<file path="src/rtl/serial24to128_arb.sv">
// Two-source packet arbiter that packs 24-bit words into 128-bit beats, MSB first.
// Handshake outputs are decoded only from the state registers and never from the inputs.
module serial24to128_arb (
   input  logic         clk,
   input  logic         rst,
   input  logic         s0_valid,
   input  logic [23:0]  s0_data,
   input  logic         s0_last,
   output logic         s0_ready,
   input  logic         s1_valid,
   input  logic [23:0]  s1_data,
   input  logic         s1_last,
   output logic         s1_ready,
   output logic [127:0] out_data,
   output logic         out_valid,
   input  logic         out_ready,
   output logic         out_last,
   output logic         out_src
);

   typedef enum logic [1:0] {IDLE, PACK, FLUSH} state_t;

   state_t        state;
   logic [151:0]  acc;
   logic [7:0]    fcnt;
   logic          owner;
   logic          last_served;

   logic          pack_rdy;
   logic          own_valid;
   logic [23:0]   own_data;
   logic          own_last;
   logic          accept;
   logic          beat;

   always_comb begin
      pack_rdy  = (state == PACK) && (fcnt < 8'd128);
      own_valid = owner ? s1_valid : s0_valid;
      own_data  = owner ? s1_data  : s0_data;
      own_last  = owner ? s1_last  : s0_last;
      s0_ready  = pack_rdy && !owner;
      s1_ready  = pack_rdy && owner;
      out_valid = ((state == PACK) && (fcnt >= 8'd128)) ||
                  ((state == FLUSH) && (fcnt != 8'd0));
      out_last  = (state == FLUSH) && (fcnt <= 8'd128);
      out_data  = acc[151:24];
      out_src   = owner;
      accept    = pack_rdy && own_valid;
      beat      = out_valid && out_ready;
   end

   always_ff @(posedge clk) begin
      if (!rst) begin
         state       <= IDLE;
         acc         <= '0;
         fcnt        <= '0;
         owner       <= 1'b0;
         last_served <= 1'b1;
      end else begin
         case (state)
            IDLE: begin
               if (s0_valid || s1_valid) begin
                  owner <= (s0_valid && s1_valid) ? !last_served : s1_valid;
                  state <= PACK;
               end
            end
            PACK: begin
               // Word lands directly below the fcnt bits already held; lower bits stay zero.
               if (accept) begin
                  acc  <= acc | ({own_data, 128'b0} >> fcnt);
                  fcnt <= fcnt + 8'd24;
                  if (own_last)
                     state <= FLUSH;
               end else if (beat) begin
                  acc  <= acc << 128;
                  fcnt <= fcnt - 8'd128;
               end
            end
            FLUSH: begin
               if (beat) begin
                  if (out_last) begin
                     acc         <= '0;
                     fcnt        <= '0;
                     last_served <= owner;
                     state       <= IDLE;
                  end else begin
                     acc  <= acc << 128;
                     fcnt <= fcnt - 8'd128;
                  end
               end
            end
            default: state <= IDLE;
         endcase
      end
   end

endmodule
</file>
<file path="config.mk">
export PLATFORM = sky130hd
export DESIGN_NAME = serial24to128_arb
export DESIGN_NICKNAME = d
export VERILOG_FILES = /design/src/rtl/serial24to128_arb.sv
export SDC_FILE = /design/constraint.sdc
export NUM_CORES = 1
export LEC_CHECK = 0
export BUFFER_PORTS_ARGS = -buffer_cell sky130_fd_sc_hd__clkbuf_2
export CORE_MARGIN = 10
export CORE_UTILIZATION = 59
export DETAILED_ROUTE_END_ITERATION = 12
export PLACE_DENSITY = 0.95
export SLEW_MARGIN = 40
export SYNTH_ARGS = -nofsm -noshare
export SYNTH_HDL_FRONTEND = slang
export SYNTH_SLANG_ARGS = --single-unit
export TNS_END_PERCENT = 50
</file>
<file path="constraint.sdc">
create_clock -name clk -period 4.4 [get_ports clk]
set_input_delay 0.66 -clock clk [delete_from_list [all_inputs] [get_ports clk]]
set_output_delay 0.66 -clock clk [all_outputs]
set_load 0.1 [all_outputs]
</file>
==> flow_summary.ini <==
[run_status]
outcome = complete, no violations

[place]
placed_cells_incl_taps = 1051
numPortBuffers = 187
gp_congestion = 0.904
dpl.hpwl_mm = 18.0

[clock_network]
cts_resized = 0
htree_levels = 4
clk_pin_slew_ns = 0.07
clockBufferDepth = 2
post_cts_buffers = 0
root_buffer = clkbuf_16
cts.sinks = 161
clk_latency_ns = 0.44
cts_tree = yes
hold_buffers = 0
numCtsBuffers = 17

[worst_setup_path]
worstPathArrival_ns = 2.50
worstSetupPathDepth = 4
critical_path_buf_inv_count = 1
cp-start-kind = flop
r2r_cells = 5
path_class = flop to output pin
end_kind = output pin
max_stage_delay_ns = 0.73
cp.required_ns = 3.74
critPathTopFamily = simple AND/OR/NAND/NOR gates
crit_slowest_cell = or4_4
worstPathCellList = or4_4, o21ai_0, nand2_1, clkbuf_2
critPathMaxFanout = 21

[sta]
skew_ns = 0.00968
fin_tns_setup_ns = 0
fmax_mhz = 316
relSlewSlack_pct = 43.6
rsz0062_at_grt = no
finalSetupViolCount = 0
tightest_slew_ns = 0.846
finalCritPeriodShare_pct = 71.9
drv_slew = 0
hold_viol = 0
finalCriticalPeriod_ns = 3.16

[global_route]
grt_max_degree = 81
antenna_found_initial = 0
grt_pass1_vias = 6920
grt_usage_pct = 24.3
overflow = 0
grt_pass1_wl_mm = 38.3

[synthesis]
yosys_warnings = 0
synth_seq_area_share_pct = 38.8
synth.net_count = 935
synth.most_common_cell = dfxtp_1
ys.flop_type = dfxtp_1
synth_edf_count = 0
ys_top_cells_by_count = 161 x dfxtp_1, 130 x buf_4, 80 x o2bb2ai_1, 54 x nor2_1, 43 x a21oi_1
synth_area_leaders = dfxtp_1 39%, buf_4 12%, o2bb2ai_1 8.4%
yosys.area.top_type = dfxtp_1
post-synth-top-area-fraction_pct = 38.8
syn-cell-area_mm2 = 0.00830
async_flop_share_pct = 0
synth_area_per_cell_um2 = 9.48
synth_seq_cells = 161
synth_cells = 875
synth_cell_types = 62

[drt]
viasPerCell = 6.70
postRouteAntennaNets = 0
drcViolationCount = 0
wirelength_mm = 25.0
first_pass_iters = 5
routed_wire_length_per_instance_um = 23.1
routed-via-count = 7261
first_iter_violations = 1131

[floorplanning]
row_count = 43
die_w_um = 139
die_area_mm2 = 0.0192
io_pins = 188
core_area_mm2 = 0.0138
die-height_um = 139
start_util_pct = 60.0

[final_layout]
num-nets-final = 950
final_cells = 1083
diodes = 0
syn2layout_area_growth_pct = 6.44
drive_gt1_share_pct = 28.0

[power_and_ir_drop]
p_leak_nw = 3.43
powerDensity_mw_per_mm2 = 522
p_total_mw = 4.61
vdd_drop_max_v = 0.000330

[job]
cap_violations = 0

[hold_path]
min_path_type = flop to flop
hold_depth = 1
registers in the layout (all words and copies together), names as in the netlist:
register and count:
last_served 1, state 2, out_src 1, acc 152
fcnt 5
per-layer routing:
| layer | vias up | global-route usage [%] | part of all wire, % |
|---|---|---|---|
| met2 | 528 | 37.9 | 45 |
| met1 | 3411 | 30.0 | 38 |
| li1 | 3201 | - | - |
| met3 | 121 | 7.29 | 12 |
| met5 | - | 0 | 0 |
| met4 | 0 | 12.0 | 4.8 |
through the flow:
step	hold slack (ns)	cell area [um^2]	setup slack (ns)	utilization, %
5_1_grt	0.480	8830	1.02	63.9
3_3_place_gp	0.445	8210	1.54	59.4
6_report	0.463	8830	1.24	63.9
4_1_cts	0.466	8820	1.26	63.8
2_1_floorplan	0.433	8300	0.928	-
3_5_place_dp	0.445	8220	1.37	59.4
logic make-up after synthesis:
group / share of synthesized area [%]
mux: 7.37
simple gates: 10.5
buf+inv: 16.2
flops: 38.8
fa+ha+maj: 0.754
compound gates: 26.3
power breakdown:
part	switching [mW]	leakage, nW	internal [mW]
clock network	0.691	0.299	0.827
registers	0.0901	1.30	1.51
logic	1.09	1.83	0.402
final timing paths:
| path | startpoint | endpoint | slack (ns) |
|---|---|---|---|
| hold reg to reg | acc[148]$_SDFFE_PN0P_ | acc[148]$_SDFFE_PN0P_ | 0.46 |
| hold / removal | acc[148]$_SDFFE_PN0P_ | acc[148]$_SDFFE_PN0P_ | 0.46 |
| setup reg to reg | fcnt[6]$_SDFFE_PN0P_ | acc[112]$_SDFFE_PN0P_ | 1.40 |
| setup / recovery | fcnt[6]$_SDFFE_PN0P_ | out_valid | 1.24 |
cell type report:
type,instances,area (um^2)
Fill cell,1097,4990
Tap cell,180,225
Sequential cell,161,3220
Inverter,7,26.3
Clock inverter,14,165
Timing Repair Buffer,193,993
Multi-Input combinational cell,510,3760
Clock buffer,18,439
placed cells by master (no fill, tap or decap), drive strengths merged, types with 9 or more instances in the layout:
master   synthesis  final
a211oi          32     32
a21oi           43     43
a221o           16     16
a22o            17     17
a22oi            9      9
a31oi            9      9
clkbuf          26    205
dfxtp          161    161
inv              7     16
mux2i           42     42
nand2           13     13
nand3           13     13
nor2            56     56
nor2b           11     11
nor3            36     36
o211ai          11     11
o21ai           22     22
o2bb2ai         80     80
Power figures use the tool's default switching activity.
